$ cat config.mk
export PLATFORM = sky130hd
export DESIGN_NAME = mmio_input_debouncer
export DESIGN_NICKNAME = d
export VERILOG_FILES = /design/src/rtl/jzjcoref_io_pkg.sv /design/src/rtl/debounce_channel.sv /design/src/rtl/mmio_input_debouncer.sv
export SDC_FILE = /design/constraint.sdc
export NUM_CORES = 1
export LEC_CHECK = 0
export CAP_MARGIN = 40
export CORE_MARGIN = 10
export CORE_UTILIZATION = 57
export CTS_CLUSTER_DIAMETER = 150
export DETAILED_ROUTE_END_ITERATION = 12
export DONT_BUFFER_PORTS = 1
export GPL_TIMING_DRIVEN = 0
export MAX_ROUTING_LAYER = met4
export PLACE_DENSITY = 0.75
export SKIP_CTS_REPAIR_TIMING = 1
export SYNTH_ARGS = -nofsm -noshare
export SYNTH_HDL_FRONTEND = slang
export SYNTH_SLANG_ARGS = --single-unit
$ cat constraint.sdc
create_clock -name clock -period 3.3 [get_ports clock]
set_clock_uncertainty 0.1 [all_clocks]
set_input_delay 0.495 -clock clock [delete_from_list [all_inputs] [get_ports clock]]
set_output_delay 0.495 -clock clock [all_outputs]
set_load 0.005 [all_outputs]
$ cat src/rtl/jzjcoref_io_pkg.sv
// rtl/jzjcoref_io_pkg.sv - shared constants and types for the MMIO input conditioning path
package jzjcoref_io_pkg;

   localparam int STATUS_LEVEL_LSB  = 0;
   localparam int STATUS_STICKY_LSB = 8;
   localparam int MAX_MMIO_INPUTS   = 8;

   typedef enum logic {
      DB_STABLE,
      DB_CHANGING
   } debounceState_t;

endpackage

$ cat src/rtl/debounce_channel.sv
// rtl/debounce_channel.sv - one-bit synchronizer, stability-counter debounce and edge pulses
module debounce_channel
   import jzjcoref_io_pkg::*;
#(
   parameter int DEBOUNCE_CYCLES = 500000
) (
   input  logic clock,
   input  logic reset,
   input  logic rawIn,
   output logic debounced,
   output logic pressPulse,
   output logic releasePulse,
   output logic pressEvent
);

   localparam int CW = $clog2(DEBOUNCE_CYCLES + 1);
   localparam logic [CW-1:0] LAST_COUNT = CW'(DEBOUNCE_CYCLES - 1);

   logic           s1, s2;
   debounceState_t state, stateNext;
   logic [CW-1:0]  count, countNext;
   logic           accept;
   logic           releaseEvent;

   always_ff @(posedge clock or posedge reset) begin
      if (reset) begin
         s1           <= 1'b0;
         s2           <= 1'b0;
         state        <= DB_STABLE;
         count        <= '0;
         debounced    <= 1'b0;
         pressPulse   <= 1'b0;
         releasePulse <= 1'b0;
      end else begin
         s1           <= rawIn;
         s2           <= s1;
         state        <= stateNext;
         count        <= countNext;
         debounced    <= accept ? s2 : debounced;
         pressPulse   <= pressEvent;
         releasePulse <= releaseEvent;
      end
   end

   // Any sample matching the accepted level throws away the count so far.
   always_comb begin
      stateNext = state;
      countNext = count;
      accept    = 1'b0;
      case (state)
         DB_STABLE: begin
            countNext = '0;
            if (s2 != debounced) begin
               if (DEBOUNCE_CYCLES == 1) begin
                  accept = 1'b1;
               end else begin
                  stateNext = DB_CHANGING;
                  countNext = CW'(1);
               end
            end
         end
         DB_CHANGING: begin
            if (s2 == debounced) begin
               stateNext = DB_STABLE;
               countNext = '0;
            end else if (count == LAST_COUNT) begin
               accept    = 1'b1;
               stateNext = DB_STABLE;
               countNext = '0;
            end else begin
               countNext = count + CW'(1);
            end
         end
         default: begin
            stateNext = DB_STABLE;
            countNext = '0;
         end
      endcase
      pressEvent   = accept & s2;
      releaseEvent = accept & ~s2;
   end

endmodule

$ cat src/rtl/mmio_input_debouncer.sv
// rtl/mmio_input_debouncer.sv - debounced button levels, pulses and sticky press flags for MMIO
module mmio_input_debouncer
   import jzjcoref_io_pkg::*;
#(
   parameter int NUM_INPUTS      = 4,
   parameter int DEBOUNCE_CYCLES = 500000
) (
   input  logic                  clock,
   input  logic                  reset,
   input  logic [NUM_INPUTS-1:0] rawIn,
   input  logic                  clearStrobe,
   input  logic [NUM_INPUTS-1:0] clearMask,
   output logic [NUM_INPUTS-1:0] debounced,
   output logic [NUM_INPUTS-1:0] pressPulse,
   output logic [NUM_INPUTS-1:0] releasePulse,
   output logic [NUM_INPUTS-1:0] sticky,
   output logic [31:0]           statusWord
);

   logic [NUM_INPUTS-1:0] pressEvent;
   logic [NUM_INPUTS-1:0] clearBits;

   for (genvar i = 0; i < NUM_INPUTS; i++) begin : g_channel
      debounce_channel #(
         .DEBOUNCE_CYCLES(DEBOUNCE_CYCLES)
      ) u_channel (
         .clock        (clock),
         .reset        (reset),
         .rawIn        (rawIn[i]),
         .debounced    (debounced[i]),
         .pressPulse   (pressPulse[i]),
         .releasePulse (releasePulse[i]),
         .pressEvent   (pressEvent[i])
      );
   end

   assign clearBits = {NUM_INPUTS{clearStrobe}} & clearMask;

   // A press landing on the same edge as its clear must survive.
   always_ff @(posedge clock or posedge reset) begin
      if (reset) begin
         sticky <= '0;
      end else begin
         sticky <= (sticky & ~clearBits) | pressEvent;
      end
   end

   always_comb begin
      statusWord = '0;
      statusWord[STATUS_LEVEL_LSB +: NUM_INPUTS]  = debounced;
      statusWord[STATUS_STICKY_LSB +: NUM_INPUTS] = sticky;
   end

endmodule

==> impl_results.md, run 1 <==
- Status: finished clean
- Port buffer count: 0
- Rows: 34
- Combinational Power Share: 6.2%
- Synth Cell Area: 5090 um^2
- CP Buf/Inv Count: 1
- Setup CP Type: register to register
- Final hold vios: 0
- Ys async rst share: 100%
- Layout Nets: 565
- Vias in the first global route: 3591
- Share of layout cells above drive strength 1: 13.7%
- Drt first pass iters: 5
- Max_slew headroom: 47.6%
- Crit path time final: 2.41 ns
- Max-cap viol count: 0
- Leak: 2.31 nW
- PwrDens: 392 nW/um^2
- Power Internal: 0.00165 W
- Register area: 2600 um^2
- Sw power: 0.000511 W
- Antenna Nets Post-Route: 0
- Drt drc: 0
- Nature of the critical path endpoint: register
- Most frequent cells in the layout: dfrtp_1 (104), nor2_1 (59), buf_4 (44)
- Worst hold slack: 0.0221 ns
- Startpoint types: register
- Diode count: 0
- Pins Over Slew Limit: 0
- Gr usage total: 15.7%
- Via density: 5.54
- Worst path slowest cell: o21bai_1
- Die Area: 13100 um^2
- Place WS: 0.889 ns
- Sequential power share: 61.2%
- Iter 0 DRT Violations: 174
- DR WL/cell: 14.6 um
- Worst Path Arrival: 2.54 ns
- Worst skew pair latency: 0.36 ns
- CTS tree: built
- Chip height: 114 um
- Clock power share: 32.6%
- Final setup viols: 0
- HPWL Detailed: 7.18 mm
- Commonest non-fill, non-tap cell in the layout: dfrtp_1
- Largest net degree at the start of global routing: 38
- Worst slew pin tran: 0.785 ns
- Gr ovfl total: 0
- Switching share of total power: 23.6%
- Yosys reg bits: 104
- Root buffer cell: clkbuf_8
- Top delay family on crit path: simple AND/OR/NAND/NOR gates
- RSZ-0062 raised after global routing: false
- Max Fclk: 415 MHz
- Final WS setup: 0.890 ns
- Seq/Total Area, Yosys: 51.1%
- CTS clock-pin slew for the worst setup and hold paths: 0.09 ns
- Syn-to-layout area delta: 8.56%
- Multi-input combinational cell area: 2140 um^2
- H-tree levels: 3
- Mean Syn Cell Area: 9.90 um^2
- Initial antenna violation count: 0
- Chip width: 114 um
- Post-Syn Instances: 514
- Post-synthesis cell type count: 39
- Largest stage delay, worst path: 0.50 ns
- Ys flop type: dfrtp_1
- HP Class: primary input to asynchronous set/reset pin
- Setup TNS: 0 ns
- Reg2Reg Setup Slack: 0.89 ns
- Worst-path fanout max: 10
- Post-synth EDFFs: 0
- I/O Pins: 59
- Core area: 8720 um^2
- Total number of vias: 3659
- CTS sink count: 104
- Final period utilization: 73.0%
- Crit path cell chain: ha_1 -> and4_1 -> nand3_1 -> o21bai_1 -> clkbuf_1 -> nor2_1
- Ys Warns: 0
- WP data required: 3.43 ns
- Final WL: 9.63 mm
- Final Wtd Congestion: 0.855
- First-pass GRT wire length: 16.6 mm
- Maximum root-to-sink buffer count: 2
- Initial core utilization: 58.4%
- Number of fill cells: 717
- Peak supply drop: 0.326 mV
- Cts bufs inserted: 9
## cell type report
cell class | instances | share of cell area (%)
inverter | 14 | 1.02
buffer | 57 | 6.91
clock buffer | 11 | 2.74
sequential | 104 | 47.1
timing repair buffer | 2 | 0.725
multi-input combinational | 362 | 38.7
clock inverter | 3 | 0.340
tap | 108 | 2.45
## final timing paths
path | start | end | cells past startpoint
min in group clock | rawIn[2] | g_channel[2].u_channel.s1 | 0
setup reg to reg | g_channel[0].u_channel.count[0] | g_channel[0].u_channel.count[9] | 6
max in group asynchronous | reset | g_channel[0].u_channel.count[7] | 3
hold / removal | reset | g_channel[3].u_channel.pressPulse | 1
hold reg to reg | g_channel[3].u_channel.s1 | g_channel[3].u_channel.s2 | 0
setup / recovery | g_channel[0].u_channel.count[0] | g_channel[0].u_channel.count[9] | 6
## flip-flops by register name, summed over array words and instances, names as in the netlist
name and count:
g_channel.u_channel.debounced 4, g_channel.u_channel.s2 4, sticky 4, g_channel.u_channel.state 4, g_channel.u_channel.pressPulse 4, g_channel.u_channel.releasePulse 4, g_channel.u_channel.count 76, g_channel.u_channel.s1 4
## cell families (layout without fill, tap and decap cells)
logic type	count (synthesis)	in the layout	synth area share, %
flip-flops	104	104	51.1
multiplexers	2	2	0.443
AND/OR/NAND/NOR	224	224	23.3
AO/OA/AOI/OAI	55	55	6.44
adder cells (fa/ha/maj)	4	4	0.984
other	1	24	0.0737
XOR/XNOR	53	53	9.12
buffers and inverters	71	87	8.53
## metal layers
layer / vias up / share of wire (%) / GRT usage, %
met5: - / 0 / -
met4: 0 / 1.7 / 4.59
met3: 13 / 6.4 / 5.71
met2: 81 / 48 / 25.0
met1: 1773 / 44 / 18.3
li1: 1792 / - / -
## power by group through the flow
stage,Combinational (W),Sequential [W],Clock (W)
floorplan,0.000106,0.00134,0
global placement,0.000127,0.00135,0
detailed placement,0.000136,0.00135,0
CTS,0.000136,0.00133,0.000736
finish,0.000135,0.00133,0.000705
global route,0.000158,0.00133,0.000789
## synth_stat cells (3+ instances only)
library cell	n	area share, %
or2_2	4	0.49
or4_1	10	1.5
nor4b_1	5	0.86
xnor2_1	31	5.3
and3_1	4	0.49
inv_1	14	1.0
ha_1	4	0.98
or3_2	3	0.44
nand2_1	33	2.4
nor3_1	11	1.1
a21o_1	3	0.44
nand4_1	15	1.8
nand2b_1	6	0.74
nor4_1	17	2.1
o31ai_1	10	1.5
dfrtp_1	104	51
o22ai_1	4	0.49
and4_1	5	0.86
xor2_1	22	3.8
or3_1	11	1.4
o21ai_0	15	1.5
buf_4	44	6.5
nor2_1	59	4.4
a21oi_1	19	1.9
nand3_1	32	3.1
clkbuf_1	11	0.81
## through the flow
step	util [%]	total power [W]	instances	instance area (um^2)
floorplan	-	0.00145	537	5180
global placement	60.9	0.00148	645	5310
detailed placement	61.4	0.00149	647	5350
CTS	63.3	0.00220	661	5520
global route	63.3	0.00228	661	5520
finish	63.3	0.00216	661	5520
(Power assumes the default switching activity.)
==> run 2, diff against run 1 <==
clock period = 2.1 ns   (was 3.3 ns; I/O delays follow)
==> impl_results.md, run 2 (same netlist as run 1, synthesis figures left out) <==
- Status: finished clean (unchanged)
- Pins Over Slew Limit: 0 (unchanged)
- Startpoint types: register (unchanged)
- Final WL: 10.1 mm (was 9.63 mm)
- Max_slew headroom: 47.2% (was 47.6%)
- Chip height: 114 um (unchanged)
- Max-cap viol count: 0 (unchanged)
- PwrDens: 594 nW/um^2 (was 392 nW/um^2)
- Register area: 2610 um^2 (was 2600 um^2)
- Largest net degree at the start of global routing: 38 (unchanged)
- Peak supply drop: 0.520 mV (was 0.326 mV)
- HPWL Detailed: 7.18 mm (unchanged)
- Worst skew pair latency: 0.37 ns (was 0.36 ns)
- Leak: 2.43 nW (was 2.31 nW)
- Gr ovfl total: 0 (unchanged)
- Chip width: 114 um (unchanged)
- Nature of the critical path endpoint: register (unchanged)
- Commonest non-fill, non-tap cell in the layout: dfrtp_1 (unchanged)
- Power Internal: 0.00263 W (was 0.00165 W)
- Worst hold slack: 0.0207 ns (was 0.0221 ns)
- H-tree levels: 3 (unchanged)
- Biggest register: g_channel.u_channel.count (unchanged)
- Via density: 5.56 (was 5.54)
- Gr usage total: 15.7% (unchanged)
- Initial antenna violation count: 0 (unchanged)
- DR WL/cell: 14.8 um (was 14.6 um)
- Combinational Power Share: 7.3% (was 6.2%)
- Drt drc: 0 (unchanged)
- Port buffer count: 0 (unchanged)
- Max Fclk: 480 MHz (was 415 MHz)
- Sequential power share: 60.5% (was 61.2%)
- CTS tree: built (unchanged)
- First-pass GRT wire length: 16.6 mm (unchanged)
- Rows: 34 (unchanged)
- Setup CP Type: register to register (unchanged)
- Diode count: 0 (unchanged)
- Worst-path fanout max: 7 (was 10)
- Max reg flops: 76 (unchanged)
- CTS clock-pin slew for the worst setup and hold paths: 0.09 ns (about the same)
- I/O Pins: 59 (unchanged)
- Most frequent cells in the layout: dfrtp_1 (96), buf_4 (62), nor2_1 (59) (was dfrtp_1 (104), nor2_1 (59), buf_4 (44))
- Crit path time final: 2.09 ns (was 2.41 ns)
- Number of fill cells: 682 (was 717)
- WP data required: 2.29 ns (was 3.43 ns)
- Core area: 8720 um^2 (unchanged)
- Final setup viols: 0 (unchanged)
- Layout Nets: 585 (was 565)
- Initial core utilization: 58.4% (unchanged)
- Share of layout cells above drive strength 1: 20.2% (was 13.7%)
- Post-layout util: 66.6% (was 63.3%)
- Final period utilization: 99.3% (was 73.0%)
- Total number of vias: 3786 (was 3659)
- CTS sink count: 104 (unchanged)
- Worst Path Arrival: 2.27 ns (was 2.54 ns)
- Sw power: 0.000818 W (was 0.000511 W)
- Worst slew pin tran: 0.790 ns (was 0.785 ns)
- Die Area: 13100 um^2 (unchanged)
- Cts bufs inserted: 9 (unchanged)
- Clock power share: 32.3% (was 32.6%)
- Final Wtd Congestion: 0.855 (unchanged)
- Antenna Nets Post-Route: 0 (unchanged)
- Maximum root-to-sink buffer count: 2 (unchanged)
- HP Class: primary input to register (was primary input to asynchronous set/reset pin)
- Switching share of total power: 23.7% (was 23.6%)
- Multi-input combinational cell area: 2220 um^2 (was 2140 um^2)
- Iter 0 DRT Violations: 185 (was 174)
- Syn-to-layout area delta: 14.1% (was 8.56%)
- Vias in the first global route: 3591 (unchanged)
- Final hold vios: 0 (unchanged)
- Drt first pass iters: 4 (was 5)
- Root buffer cell: clkbuf_8 (unchanged)
run 2: cell count changes in the layout (fill, tap and decap cells not counted), moves of 2 or more:
cell	change
clkbuf_4	+2
clkbuf_1	-6
or4_4	+2
dfrtp_1	-8
o21bai_1	-2
dlygate4sd3_1	+5
o21bai_4	+3
buf_4	+18
dfrtp_2	+8
or4_1	-2
run 2: worst max-delay path, stage by stage (launching register included):
cell     delay [ns]
dfrtp_1        0.45
nand4_4        0.17
or4_4          0.51
buf_6          0.15
or4_4          0.48
a21oi_2        0.15
run 2: final cells by class:
| cell class | count | area share, % |
|---|---|---|
| sequential | 104 | 45.0 |
| multi-input combinational | 362 | 38.3 |
| buffer | 54 | 6.64 |
| timing repair buffer | 25 | 3.88 |
| clock buffer | 11 | 2.61 |
| tap | 108 | 2.33 |
| inverter | 14 | 0.969 |
| clock inverter | 3 | 0.323 |
run 2: worst paths after layout:
kind	end	depth (start not counted)	slack, ns	startpoint
worst max-delay path	g_channel[1].u_channel.count[17]	5	0.01	g_channel[1].u_channel.count[8]
max in group asynchronous	g_channel[0].u_channel.count[7]	4	0.55	reset
worst min-delay path	sticky[2]	2	0.02	clearMask[2]
worst min register to register	g_channel[3].u_channel.s2	0	0.25	g_channel[3].u_channel.s1
worst max register to register	g_channel[1].u_channel.count[17]	5	0.01	g_channel[1].u_channel.count[8]
min in group asynchronous	g_channel[3].u_channel.pressPulse	2	0.46	reset
run 2: power groups by stage:
stage	registers [W]	logic [W]	clock network, W
4_1_cts	0.00208	0.000214	0.00116
3_3_place_gp	0.00212	0.000200	0
2_1_floorplan	0.00211	0.000166	0
3_5_place_dp	0.00212	0.000213	0
5_1_grt	0.00209	0.000287	0.00124
6_report	0.00208	0.000251	0.00111
run 2: layer usage:
layer | GRT usage (%) | vias up | routed length (um)
met5 | - | - | 0
met4 | 4.59 | 0 | 185
met3 | 5.71 | 15 | 631
met2 | 25.0 | 94 | 4930
met1 | 18.3 | 1844 | 4350
li1 | - | 1833 | -
run 2: stage by stage:
step	setup WS (ns)	area (um^2)	std cells	total power, W	setup TNS (ns)
after floorplan	0.150	5180	537	0.00228	0
after global placement	-0.264	5310	645	0.00232	-14.72
after detailed placement	-0.311	5350	647	0.00233	-8.75
after CTS	-0.329	5520	661	0.00345	-9.49
after global routing	-0.0209	5810	681	0.00362	-0.0546
final	0.0147	5810	681	0.00345	0
==> edit 1 (settings of run 1) <==
`DEBOUNCE_CYCLES` is set to 500000 in 2 places; all go to 1000000.
--- a/src/rtl/debounce_channel.sv
+++ b/src/rtl/debounce_channel.sv
@@ -2,7 +2,7 @@
 module debounce_channel
    import jzjcoref_io_pkg::*;
 #(
-   parameter int DEBOUNCE_CYCLES = 500000
+   parameter int DEBOUNCE_CYCLES = 1000000
 ) (
    input  logic clock,
    input  logic reset,
--- a/src/rtl/mmio_input_debouncer.sv
+++ b/src/rtl/mmio_input_debouncer.sv
@@ -3,7 +3,7 @@
    import jzjcoref_io_pkg::*;
 #(
    parameter int NUM_INPUTS      = 4,
-   parameter int DEBOUNCE_CYCLES = 500000
+   parameter int DEBOUNCE_CYCLES = 1000000
 ) (
    input  logic                  clock,
    input  logic                  reset,
Function: no difference found for any inputs over 10 cycles, from zero or initial values and one cycle with reset high; that may be too few to reach the edited logic, so the function may still have changed.
==> edit 1 against run 1 <==
Global-route usage up 0.13 points; first-iteration DRC count fell by 7.5%; final area increased by 3.4%; setup slack lost 0.11 ns; maximum frequency is 4.2% lower; wire length rose by 3.3%; hold slack got worse by 0.016 ns; sequential cell count up 4; non-clock buffer count unchanged; area after synthesis rose by 3.4%; power is 3.8% higher; largest power group unchanged.
==> edit 1: results (changes against run 1) <==
| Metric | Value |
|---|---|
| Status | finished, final reports clean |
| Fmax | 398 MHz (-4.2%) |
| Primary FF master, synth | dfrtp_1 |
| Final net count | 572 (+1.2%) |
| Clock Path Buffers | 2 (unchanged) |
| Worst Path Max Fanout | 10 (unchanged) |
| Top cell family by delay on the critical path | compound AO/OA/AOI/OAI gates |
| Leak pwr | 2.46 nW (+6.7%) |
| Worst Hold Class | primary input to asynchronous set/reset pin |
| Synth Area in Adders | 0.00951 (-0.000323) |
| Asr flop ratio synth | 1.00 (unchanged) |
| Worst-Skew Late Latency | 0.37 ns |
| Synth Area in Compound Gates | 0.0761 (+0.0117) |
| Initial antenna violation count | 0 (unchanged) |
| Biggest cell delay along the critical path | 0.65 ns (+0.15 ns) |
| CTS root buf | clkbuf_8 |
| Ant diodes | 0 (unchanged) |
| Synth top cells by count | dfrtp_1, nor2_1, buf_4, xor2_1 |
| Multiplexer area fraction after synthesis | 0.00856 (+0.00414) |
| Final std cells w/o fill | 670 (+1.4%) |
| Tot GR Track Use | 0.159 (+0.00129) |
| Most flops, register | g_channel.u_channel.count |
| Wire per inst | 14.8 µm (+1.9%) |
| Register area share after synthesis | 0.514 (+0.00224) |
| Post-Synth XOR/XNOR Area | 0.0866 (-0.00466) |
| Yosys warns | 0 (unchanged) |
| Post-DR vias/cell | 5.52 (-0.24%) |
| Vias in the first global route | 3,633 (+1.2%) |
| Cts bufs inserted | 9 (unchanged) |
| Initial drt markers | 161 (-7.5%) |
| HPWL Detailed | 7180 µm (about the same) |
| DRT Pass-1 Iters | 4 (-1) |
| Dpl ws | 0.796 ns (-0.0935 ns) |
| Port bufs | 0 (unchanged) |
| Peak supply drop | 0.319 mV (-2.1%) |
| Synth Instances | 521 (+1.4%) |
| Routability cong. | 0.890 (+4.1%) |
| Pin count of the biggest net entering global routing | 39 (+2.6%) |
| Clk slew on worst S/H paths | 0.10 ns |
| CP Data Arrival Time | 2.67 ns (+0.13 ns) |
| H-tree Lvls | 3 (unchanged) |
| First-pass GRT wire length | 17,100 µm (+3.0%) |
| Ranking of synthesized cells by area | dfrtp_1, buf_4, xor2_1, nor2_1, xnor2_1 |
| Cell count after placement | 654 (+1.1%) |
| Synth Cell Area | 0.00526 mm² (+3.4%) |
| CP max-delay cell | o21ai_1 |
| Max reg flops | 80 (+5.3%) |
| Share of cells above drive strength 1 | 0.139 (+0.00136) |
| Max-slew headroom | 0.490 (+0.0143) |
| Post-synth cell types | 45 (+15%) |
==> edit 1: where the power goes <==
group          internal [mW]  leakage (nW)  switching (mW)
registers               1.34          1.47          0.0160
clock network          0.302        0.0933           0.461
logic                 0.0453         0.895          0.0795
total                   1.69          2.46           0.556
==> edit 1: logic make-up after synthesis <==
logic type / Yosys count
DFF: 108
AOI/OAI and AO/OA: 66
and+or+nand+nor: 214
other: 1
xor gates and xnor gates: 52
muxes: 4
buffers and inverters: 72
adders and majority gates: 4
==> edit 1: path summary, 6_finish.rpt <==
kind                                            startpoint                                to  slack [ns]  cells past startpoint
setup / recovery           g_channel[0].u_channel.count[0]  g_channel[0].u_channel.count[14]        0.78                      7
hold / removal                                       reset   g_channel[0].u_channel.count[4]       0.006                      1
setup reg to reg           g_channel[0].u_channel.count[0]  g_channel[0].u_channel.count[14]        0.78                      7
hold reg to reg                  g_channel[1].u_channel.s1         g_channel[1].u_channel.s2        0.26                      0
max in group asynchronous                            reset  g_channel[1].u_channel.count[10]        2.22                      3
min in group clock                                rawIn[3]         g_channel[3].u_channel.s1        0.04                      0
==> edit 1: cell type report <==
| class | count | area [µm²] |
|---|---|---|
| Sequential cell | 108 | 2700 |
| Timing Repair Buffer | 2 | 40.0 |
| Inverter | 15 | 60.1 |
| Clock buffer | 10 | 138 |
| Fill cell | 713 | 3140 |
| Multi-Input combinational cell | 364 | 2200 |
| Clock inverter | 6 | 47.5 |
| Buffer | 57 | 390 |
| Tap cell | 108 | 135 |
==> edit 1: through the flow <==
stage | util | instance area, µm²
after CTS | 0.646 | 5710
after global placement | 0.620 | 5490
final | 0.646 | 5710
after global routing | 0.646 | 5710
after detailed placement | 0.625 | 5530
after floorplan | - | 5350
==> edit 1: metal layers <==
layer	share of wire	up-vias	routed length (µm)	global-route usage
met5	0	-	0	-
met4	0.012	0	123	0.0509
met3	0.052	11	515	0.0439
met2	0.46	81	4580	0.244
met1	0.47	1781	4720	0.199
li1	-	1827	-	-
==> edit 2 (settings of run 1) <==
Made on the original files. Add an input register stage for `rawIn` and `clearMask`; this delays them by one clock.
--- a/src/rtl/mmio_input_debouncer.sv
+++ b/src/rtl/mmio_input_debouncer.sv
@@ -17,6 +17,14 @@
    output logic [31:0]           statusWord
 );
 
+   logic [NUM_INPUTS-1:0] rawIn_q;
+   logic [NUM_INPUTS-1:0] clearMask_q;
+
+   always_ff @(posedge clock) begin
+      rawIn_q     <= rawIn;
+      clearMask_q <= clearMask;
+   end
+
    logic [NUM_INPUTS-1:0] pressEvent;
    logic [NUM_INPUTS-1:0] clearBits;
 
@@ -26,7 +34,7 @@
       ) u_channel (
          .clock        (clock),
          .reset        (reset),
-         .rawIn        (rawIn[i]),
+         .rawIn        (rawIn_q[i]),
          .debounced    (debounced[i]),
          .pressPulse   (pressPulse[i]),
          .releasePulse (releasePulse[i]),
@@ -34,7 +42,7 @@
       );
    end
 
-   assign clearBits = {NUM_INPUTS{clearStrobe}} & clearMask;
+   assign clearBits = {NUM_INPUTS{clearStrobe}} & clearMask_q;
 
    // A press landing on the same edge as its clear must survive.
    always_ff @(posedge clock or posedge reset) begin
Behaviour: same outputs for any inputs over 10 cycles, from zero or initial values and one cycle with reset high; that may be too few to reach the edited logic, so the function may still have changed.
==> edit 2 against run 1 <==
Sequential cell count grew 8; die area grew 2.6%; highest routed layer unchanged; largest cell class unchanged; wire length grew 2.8%; setup slack lost 0.018 ns; area after synthesis grew 3.1%; via count grew 0.66%; final area grew 3.2%; power grew 7.8%.
==> edit 2: results (changes against run 1) <==
| Metric | Value |
|---|---|
| Cts bufs inserted | 9 (unchanged) |
| Most flops, register | g_channel.u_channel.count |
| Filler cells | 737 (+2.8%) |
| Share of cells above drive strength 1 | 0.135 (-0.00244) |
| Ranking of synthesized cells by area | dfrtp_1, buf_4, xnor2_1, nor2_1, xor2_1 |
| Max Used Layer | met4 |
| Tot GR Track Use | 0.154 (-0.00311) |
| First-pass GRT wire length | 16,500 µm (-0.33%) |
| CP max-delay cell | o21bai_1 |
| Final wirelength | 9890 µm (+2.8%) |
| Cell Area, Placed | 0.00551 mm² (+3.0%) |
| Post-Route M1 WL | 4380 µm (+4.6%) |
| HPWL Detailed | 7160 µm (-0.34%) |
| GRT met2 Usage | 0.253 (+0.00341) |
| Final net count | 573 (+1.4%) |
| Leak pwr | 2.38 nW (+3.0%) |
| Routed wl met2 | 4920 µm (+5.4%) |
| Pin count of the biggest net entering global routing | 39 (+2.6%) |
| Vias in the first global route | 3,566 (-0.70%) |
| Initial drt markers | 213 (+22%) |
| Worst-Skew Late Latency | 0.37 ns |
| DRT Pass-1 Iters | 4 (-1) |
| Yosys warns | 0 (unchanged) |
| GR peak layer | met2 |
| Biggest cell delay along the critical path | 0.52 ns (+0.02 ns) |
| H-tree Lvls | 3 (unchanged) |
| CTS root buf | clkbuf_8 |
| Register area share after synthesis | 0.526 (+0.0149) |
| CP Data Arrival Time | 2.56 ns (+0.02 ns) |
| Port bufs | 0 (unchanged) |
| Clock Path Buffers | 2 (unchanged) |
| Synth Area per Inst | 10.1 µm² (+1.6%) |
| Worst Hold Class | primary input to asynchronous set/reset pin |
| Max reg flops | 76 (unchanged) |
| Ant diodes | 0 (unchanged) |
| Final std cells w/o fill | 671 (+1.5%) |
| Peak supply drop | 0.223 mV (-32%) |
| Cell count after placement | 655 (+1.2%) |
| Worst Tran Pin Value | 0.736 ns (-0.0485 ns) |
| Met3 wire length | 556 µm (-9.3%) |
| Worst Path Max Fanout | 10 (unchanged) |
| Asr flop ratio synth | 0.929 (-0.0714) |
| Clk slew on worst S/H paths | 0.10 ns |
| Initial antenna violation count | 0 (unchanged) |
| Status | finished, final reports clean |
| Via count | 3,683 (+0.66%) |
| Post-synth cell types | 40 (+2.6%) |
| M3 GR Usage | 0.0475 (-0.00958) |
| Routability cong. | 0.809 (-5.4%) |
| Sw Share | 0.241 (+0.00471) |
| Dpl ws | 0.897 ns (+0.00711 ns) |
| Met1 usage | 0.180 (-0.00292) |
| Synth top cells by count | dfrtp_1, nor2_1, buf_4, nand2_1, nand3_1 |
[edit 2: cell types whose count changed after synthesis, sizes merged]
cell and change:
dfxtp +8
[edit 2: final timing paths]
check | start | end | slack, ns | cells past startpoint
max in group asynchronous | reset | g_channel[1].u_channel.count[10] | 2.24 | 3
max | g_channel[0].u_channel.count[0] | g_channel[0].u_channel.count[7] | 0.87 | 6
min | reset | g_channel[2].u_channel.count[15] | 0.01 | 1
max reg2reg | g_channel[0].u_channel.count[0] | g_channel[0].u_channel.count[7] | 0.87 | 6
min reg2reg | rawIn_q[1] | g_channel[1].u_channel.s1 | 0.24 | 0
min in group clock | rawIn[0] | rawIn_q[0] | 0.04 | 0
[edit 2: power by group through the flow]
stage	clock [mW]	combinational, mW	sequential (mW)
after floorplan	0	0.106	1.45
after global routing	0.841	0.155	1.43
final	0.768	0.136	1.43
after CTS	0.796	0.136	1.43
after detailed placement	0	0.136	1.46
after global placement	0	0.127	1.45
[edit 2: final cells by class]
cell class	instances	area, µm²	area share
plain buffers	57	382	0.0670
clock buffers	13	159	0.0279
clock inverters	3	26.3	0.00461
inverters	14	56.3	0.00988
multi-input cells	362	2140	0.375
flip-flops and latches	112	2760	0.485
well taps	108	135	0.0237
repair buffers	2	40.0	0.00703
[edit 2: cell families (layout without fill, tap and decap cells)]
logic type,after synthesis,in the layout,synth area share
fa+ha+maj,4,4,0.00954
compound gates,55,55,0.0625
buf+inv,71,89,0.0827
xor+xnor,53,53,0.0884
mux,2,2,0.00429
flops,112,112,0.526
simple gates,224,224,0.226
other cells,1,24,0.000714
[edit 2: worst max-delay path: cells and delay by family, from the launching register on]
kind	cells	cell delay (ns)
AND/OR/NAND/NOR	3	0.58
AO/OA/AOI/OAI	1	0.52
flip-flops	1	0.45
buffers and inverters	1	0.40
adder cells (fa/ha/maj)	1	0.25
